<file path="config.mk">
export PLATFORM = sky130hd
export DESIGN_NAME = bus_arbiter
export DESIGN_NICKNAME = d
export VERILOG_FILES = /design/src/rtl/cpu_types_pkg.sv /design/src/rtl/bus_arbiter_rr_pick.sv /design/src/rtl/bus_arbiter.sv
export SDC_FILE = /design/constraint.sdc
export NUM_CORES = 1
export LEC_CHECK = 0
export CAP_MARGIN = 40
export CORE_MARGIN = 2
export CORE_UTILIZATION = 30
export DETAILED_ROUTE_END_ITERATION = 12
export PLACE_DENSITY = 0.51
export SETUP_SLACK_MARGIN = 0.15
export SYNTH_ARGS = -nofsm -noshare
export SYNTH_HDL_FRONTEND = slang
export SYNTH_SLANG_ARGS = --single-unit
</file>
<file path="constraint.sdc">
create_clock -name CLK -period 2.1 [get_ports CLK]
set_input_delay 0.315 -clock CLK [delete_from_list [all_inputs] [get_ports CLK]]
set_output_delay 0.315 -clock CLK [all_outputs]
set_load 0.03 [all_outputs]
</file>
<file path="src/rtl/cpu_types_pkg.sv">
// cpu_types_pkg: shared types for the bus arbiter slice.
// Revision: 1.0
`default_nettype none

package cpu_types_pkg;

  typedef enum logic [1:0] {
    IDLE  = 2'd0,
    GRANT = 2'd1,
    GAP   = 2'd2
  } arb_state_t;

  localparam int ARB_NREQ = 2;
  localparam int ARB_ID_W = $clog2(ARB_NREQ);

endpackage

`default_nettype wire

</file>
<file path="src/rtl/bus_arbiter_rr_pick.sv">
// rr_pick: combinational find-first-set starting at rr_ptr, wrapping modulo N_REQ.
// Revision: 1.0
`default_nettype none

module rr_pick #(
  parameter int N_REQ = 2
) (
  input  logic [N_REQ-1:0]         req,
  input  logic [$clog2(N_REQ)-1:0] rr_ptr,
  output logic                     found,
  output logic [$clog2(N_REQ)-1:0] idx
);

  localparam int ID_W = $clog2(N_REQ);

  int w_pos;

  // Walk the scan order backwards so the earliest hit is written last.
  always_comb begin
    found = 1'b0;
    idx   = '0;
    w_pos = 0;
    for (int k = N_REQ - 1; k >= 0; k--) begin
      w_pos = (int'(rr_ptr) + k) % N_REQ;
      if (req[w_pos[ID_W-1:0]]) begin
        found = 1'b1;
        idx   = w_pos[ID_W-1:0];
      end
    end
  end

endmodule

`default_nettype wire

</file>
<file path="src/rtl/bus_arbiter.sv">
// bus_arbiter: round-robin grant of the coherence bus / RAM port among cores,
// data over ifetch unless an ifetch has aged past MAX_WAIT; grant-hold watchdog.
// Revision: 1.0
`default_nettype none

module bus_arbiter
  import cpu_types_pkg::*;
#(
  parameter int NREQ     = 2,
  parameter int MAX_WAIT = 8,
  parameter int TIMEOUT  = 256
) (
  input  logic                    CLK,
  input  logic                    RST,
  input  logic [NREQ-1:0]         dreq,
  input  logic [NREQ-1:0]         ireq,
  input  logic                    done,
  output logic                    gnt_valid,
  output logic [$clog2(NREQ)-1:0] gnt_id,
  output logic                    gnt_is_i,
  output logic                    busy,
  output logic                    err
);

  localparam int ID_W  = $clog2(NREQ);
  localparam int AGE_W = $clog2(MAX_WAIT + 1);
  localparam int WD_W  = $clog2(TIMEOUT + 1);

  localparam logic [ID_W-1:0]  c_id_last = ID_W'(NREQ - 1);
  localparam logic [AGE_W-1:0] c_age_max = AGE_W'(MAX_WAIT);
  localparam logic [WD_W-1:0]  c_wd_last = WD_W'(TIMEOUT - 1);
  localparam logic [WD_W-1:0]  c_wd_max  = WD_W'(TIMEOUT);

  arb_state_t       r_state, w_next;
  logic [ID_W-1:0]  r_rr_ptr, r_gnt_id;
  logic             r_gnt_valid, r_gnt_is_i, r_busy, r_err;
  logic [AGE_W-1:0] r_age [NREQ];
  logic [WD_W-1:0]  r_wd;

  logic [NREQ-1:0]  w_aged;
  logic             w_aged_found, w_d_found, w_i_found;
  logic [ID_W-1:0]  w_aged_idx, w_d_idx, w_i_idx;
  logic [ID_W-1:0]  w_win_id;
  logic             w_win_is_i, w_issue;

  always_comb begin
    w_aged = '0;
    for (int i = 0; i < NREQ; i++) begin
      w_aged[i] = ireq[i] && (r_age[i] == c_age_max);
    end
  end

  rr_pick #(.N_REQ(NREQ)) u_pick_aged (
    .req(w_aged), .rr_ptr(r_rr_ptr), .found(w_aged_found), .idx(w_aged_idx)
  );
  rr_pick #(.N_REQ(NREQ)) u_pick_data (
    .req(dreq),   .rr_ptr(r_rr_ptr), .found(w_d_found),    .idx(w_d_idx)
  );
  rr_pick #(.N_REQ(NREQ)) u_pick_ifetch (
    .req(ireq),   .rr_ptr(r_rr_ptr), .found(w_i_found),    .idx(w_i_idx)
  );

  always_comb begin
    w_next     = r_state;
    w_issue    = 1'b0;
    w_win_id   = w_i_idx;
    w_win_is_i = 1'b1;
    if (w_aged_found) begin
      w_win_id   = w_aged_idx;
      w_win_is_i = 1'b1;
    end else if (w_d_found) begin
      w_win_id   = w_d_idx;
      w_win_is_i = 1'b0;
    end
    case (r_state)
      IDLE: begin
        if (w_aged_found || w_d_found || w_i_found) begin
          w_issue = 1'b1;
          w_next  = GRANT;
        end
      end
      GRANT:   if (done) w_next = GAP;
      GAP:     w_next = IDLE;
      default: w_next = IDLE;
    endcase
  end

  always_ff @(posedge CLK or posedge RST) begin
    if (RST) r_state <= IDLE;
    else     r_state <= w_next;
  end

  always_ff @(posedge CLK or posedge RST) begin
    if (RST) begin
      r_gnt_valid <= 1'b0;
      r_gnt_id    <= '0;
      r_gnt_is_i  <= 1'b0;
      r_busy      <= 1'b0;
      r_rr_ptr    <= '0;
    end else begin
      r_busy <= (w_next != IDLE);
      if (w_issue) begin
        r_gnt_valid <= 1'b1;
        r_gnt_id    <= w_win_id;
        r_gnt_is_i  <= w_win_is_i;
      end else if (r_state == GRANT && done) begin
        r_gnt_valid <= 1'b0;
        r_rr_ptr    <= (r_gnt_id == c_id_last) ? '0 : r_gnt_id + ID_W'(1);
      end
    end
  end

  // Ages keep running through GRANT and GAP so a starved ifetch is ready at the next IDLE.
  always_ff @(posedge CLK or posedge RST) begin
    if (RST) begin
      for (int i = 0; i < NREQ; i++) r_age[i] <= '0;
    end else begin
      for (int i = 0; i < NREQ; i++) begin
        if (!ireq[i] || (w_issue && w_win_is_i && w_win_id == ID_W'(i)))
          r_age[i] <= '0;
        else if (r_age[i] != c_age_max)
          r_age[i] <= r_age[i] + AGE_W'(1);
      end
    end
  end

  always_ff @(posedge CLK or posedge RST) begin
    if (RST) begin
      r_wd  <= '0;
      r_err <= 1'b0;
    end else if (r_state == GRANT) begin
      if (r_wd == c_wd_last) r_err <= 1'b1;
      if (done)                  r_wd <= '0;
      else if (r_wd != c_wd_max) r_wd <= r_wd + WD_W'(1);
    end else begin
      r_wd <= '0;
    end
  end

  assign gnt_valid = r_gnt_valid;
  assign gnt_id    = r_gnt_id;
  assign gnt_is_i  = r_gnt_is_i;
  assign busy      = r_busy;
  assign err       = r_err;

endmodule

`default_nettype wire

</file>
==> run summary <==
Clock sinks = 25
Global-route wire length before repair = 4.09 mm
Fraction of layout instances using a drive strength above 1 = 8.11%
Largest net degree at the start of global routing = 26
Post-CTS Setup Bufs = 0
Antenna-violating nets left = 0
Area leader, netlist = dfrtp_1
Met2 Wirelength = 1.20 mm
Synth top area cells = dfrtp_1, ha_1, nor2_1
Final Hold Viols = 0
R2R Setup Slk = 0.54 ns
WL met1 = 1.07 mm
Worst Setup End Kind = primary output
FF-to-FF End = r_age[6]
Chip height = 70.3 um
HPWL Detailed = 1.81 mm
Worst slew pin tran = 0.375 ns
Crit path kind = reg2out
Peak supply drop = 0.253 mV
Design Power = 1.36 mW
Cts hold-fix bufs = 0
Gr ovfl total = 0
Async set-or-reset flop fraction in the synthesized netlist = 100%
Clock Pin Slew Worst Setup and Hold Paths = 0.09 ns
Worst Path Arrival = 1.33 ns
Dpl cell area = 1500 um2
Routed wl met3 = 82 um
Setup TNS = 0 ns
Hold Path Class = in2async
Vias per inst = 4.74
Starting density of the core = 30.7%
Top post-synthesis cells by count = dfrtp_1, nor2_1, inv_1
RSZ-0062 raised after global routing = false
Final setup viols = 0
Clock root buffer = clkbuf_8
Fillers = 443
Fin area = 1550 um2
Static Leak = 0.714 nW
DP Worst Slack = 0.286 ns
Die X = 70.3 um
DRT Pass-1 Iters = 4
Die area = 4940 um2
Number of enable flip-flop cells after synthesis = 0
Buf/Inv on CP = 1
Synthesized area per cell = 9.92 um2
H-tree depth = 1
IO Port Bufs = 11
NumNets Final = 163
Clock Skew = 0.00870 ns
Core area = 4290 um2
Reg area = 626 um2
TritonCTS Buffers = 3
Yosys warns = 0
Layout Cells excl Fill = 200
Synth Instances = 133
Final min period = 1.65 ns
Vias = 947
# rows = 24
Post-Syn Nets = 147
DR iter-0 viols = 60
Worst setup SP type = register
Post-cts sizing count = 0
Most common cell in the netlist = dfrtp_1
Vias in the first global route = 971
Top cell type's share of synthesized area = 47.4%
Yosys cell types = 34
Max cap viols = 0
Multi-input logic area = 644 um2
IO Count = 12
Max Clock Freq = 607 MHz
Final worst slack = 0.452 ns
Ant diodes = 0
Delay-heaviest family, CP = buffers and inverters
Top layer in use = met4
Worst skew pair latency = 0.27 ns
Hold WS = 0.383 ns
Worst relative slew slack = 75.0%
Worst path required time = 1.78 ns
Period utilization = 78.5%
CP max stage cell = clkdlybuf4s50_1
Syn Std Cell Area = 1320 um2
Clock buffer depth = 2
CTS tree = done
Initial antenna violation count = 0
Tot GR Track Use = 10.1%
Synthesis-stage register bit count = 25
Cells along the critical path = clkdlybuf4s50_1
Area grow syn2layout = 17.3%
Reg2reg start = r_age[4]
Final WL = 2.36 mm
Critical path depth = 1
RePlAce Congestion = 0.797
Outcome = finished clean
Critical Path Fanout Max = 3
Drc violations = 0
Util after Layout = 36.0%
Worst r2r path cells = 6
Placed cell count = 196
Pwr dens = 877 nW/um2
Ys flop type = dfrtp_1
Slew Viols, Final = 0
Seq/Total Area, Yosys = 47.4%
Slowest stage delay, CP = 0.68 ns
Avg WL per Cell = 11.8 um
## flip-flops by register name, indices dropped and copies added (netlist names)
signal / count
r_state: 2
r_wd: 9
gnt_is_i: 1
r_age: 8
busy: 1
gnt_id: 1
gnt_valid: 1
err: 1
r_rr_ptr: 1
## cells in the final DEF (no fill, tap or decap), types with 2 or more instances in the layout
| cell | instances |
|---|---|
| a21oi_1 | 3 |
| a21oi_2 | 2 |
| and3_1 | 4 |
| clkbuf_8 | 3 |
| clkdlybuf4s50_1 | 11 |
| dfrtp_1 | 25 |
| ha_1 | 7 |
| inv_1 | 12 |
| mux2i_1 | 2 |
| nand2_1 | 9 |
| nand2b_1 | 2 |
| nand3_1 | 6 |
| nand3b_1 | 4 |
| nor2_1 | 16 |
| nor2b_1 | 5 |
| nor3_1 | 3 |
| o21ai_0 | 5 |
| xnor2_1 | 6 |
| xor2_1 | 5 |
## layout make-up
cell class / count / share of cell area [%]
Inverter: 12 / 2.91
Tap cell: 52 / 4.21
Timing Repair Buffer: 12 / 7.61
Clock buffer: 3 / 2.67
Sequential cell: 25 / 40.5
Clock inverter: 1 / 0.485
Multi-Input combinational cell: 95 / 41.7
## kinds of logic after synthesis
| logic type | count (synthesis) | share of synthesized area (%) |
|---|---|---|
| AND/OR/NAND/NOR | 57 | 23.3 |
| flip-flops | 25 | 47.4 |
| AO/OA/AOI/OAI | 18 | 10.1 |
| buffers and inverters | 13 | 3.70 |
| XOR/XNOR | 11 | 7.31 |
| adder cells (fa/ha/maj) | 7 | 6.64 |
| multiplexers | 2 | 1.52 |
## how the worst max path moves through the flow
stage                  from        to  slack (ns)
finish               gnt_id    gnt_id        0.45
CTS                  gnt_id    gnt_id        0.43
global placement    ireq[0]  r_age[0]        0.28
floorplan           r_wd[0]   r_wd[8]        0.69
detailed placement  ireq[0]  r_age[6]        0.29
global route         gnt_id    gnt_id        0.40
## per-layer routing
layer | vias to the layer above | global-route usage [%]
met2 | 11 | 18.1
met1 | 461 | 11.7
met5 | - | 0
li1 | 473 | -
met4 | 0 | 4.27
met3 | 2 | 1.88
## power breakdown
| part | internal (mW) | total (mW) | switching [mW] |
|---|---|---|---|
| Clock | 0.134 | 0.284 | 0.149 |
| Sequential | 0.566 | 0.639 | 0.0733 |
| Combinational | 0.187 | 0.433 | 0.246 |
No activity file was read; power rests on OpenSTA's default activity.
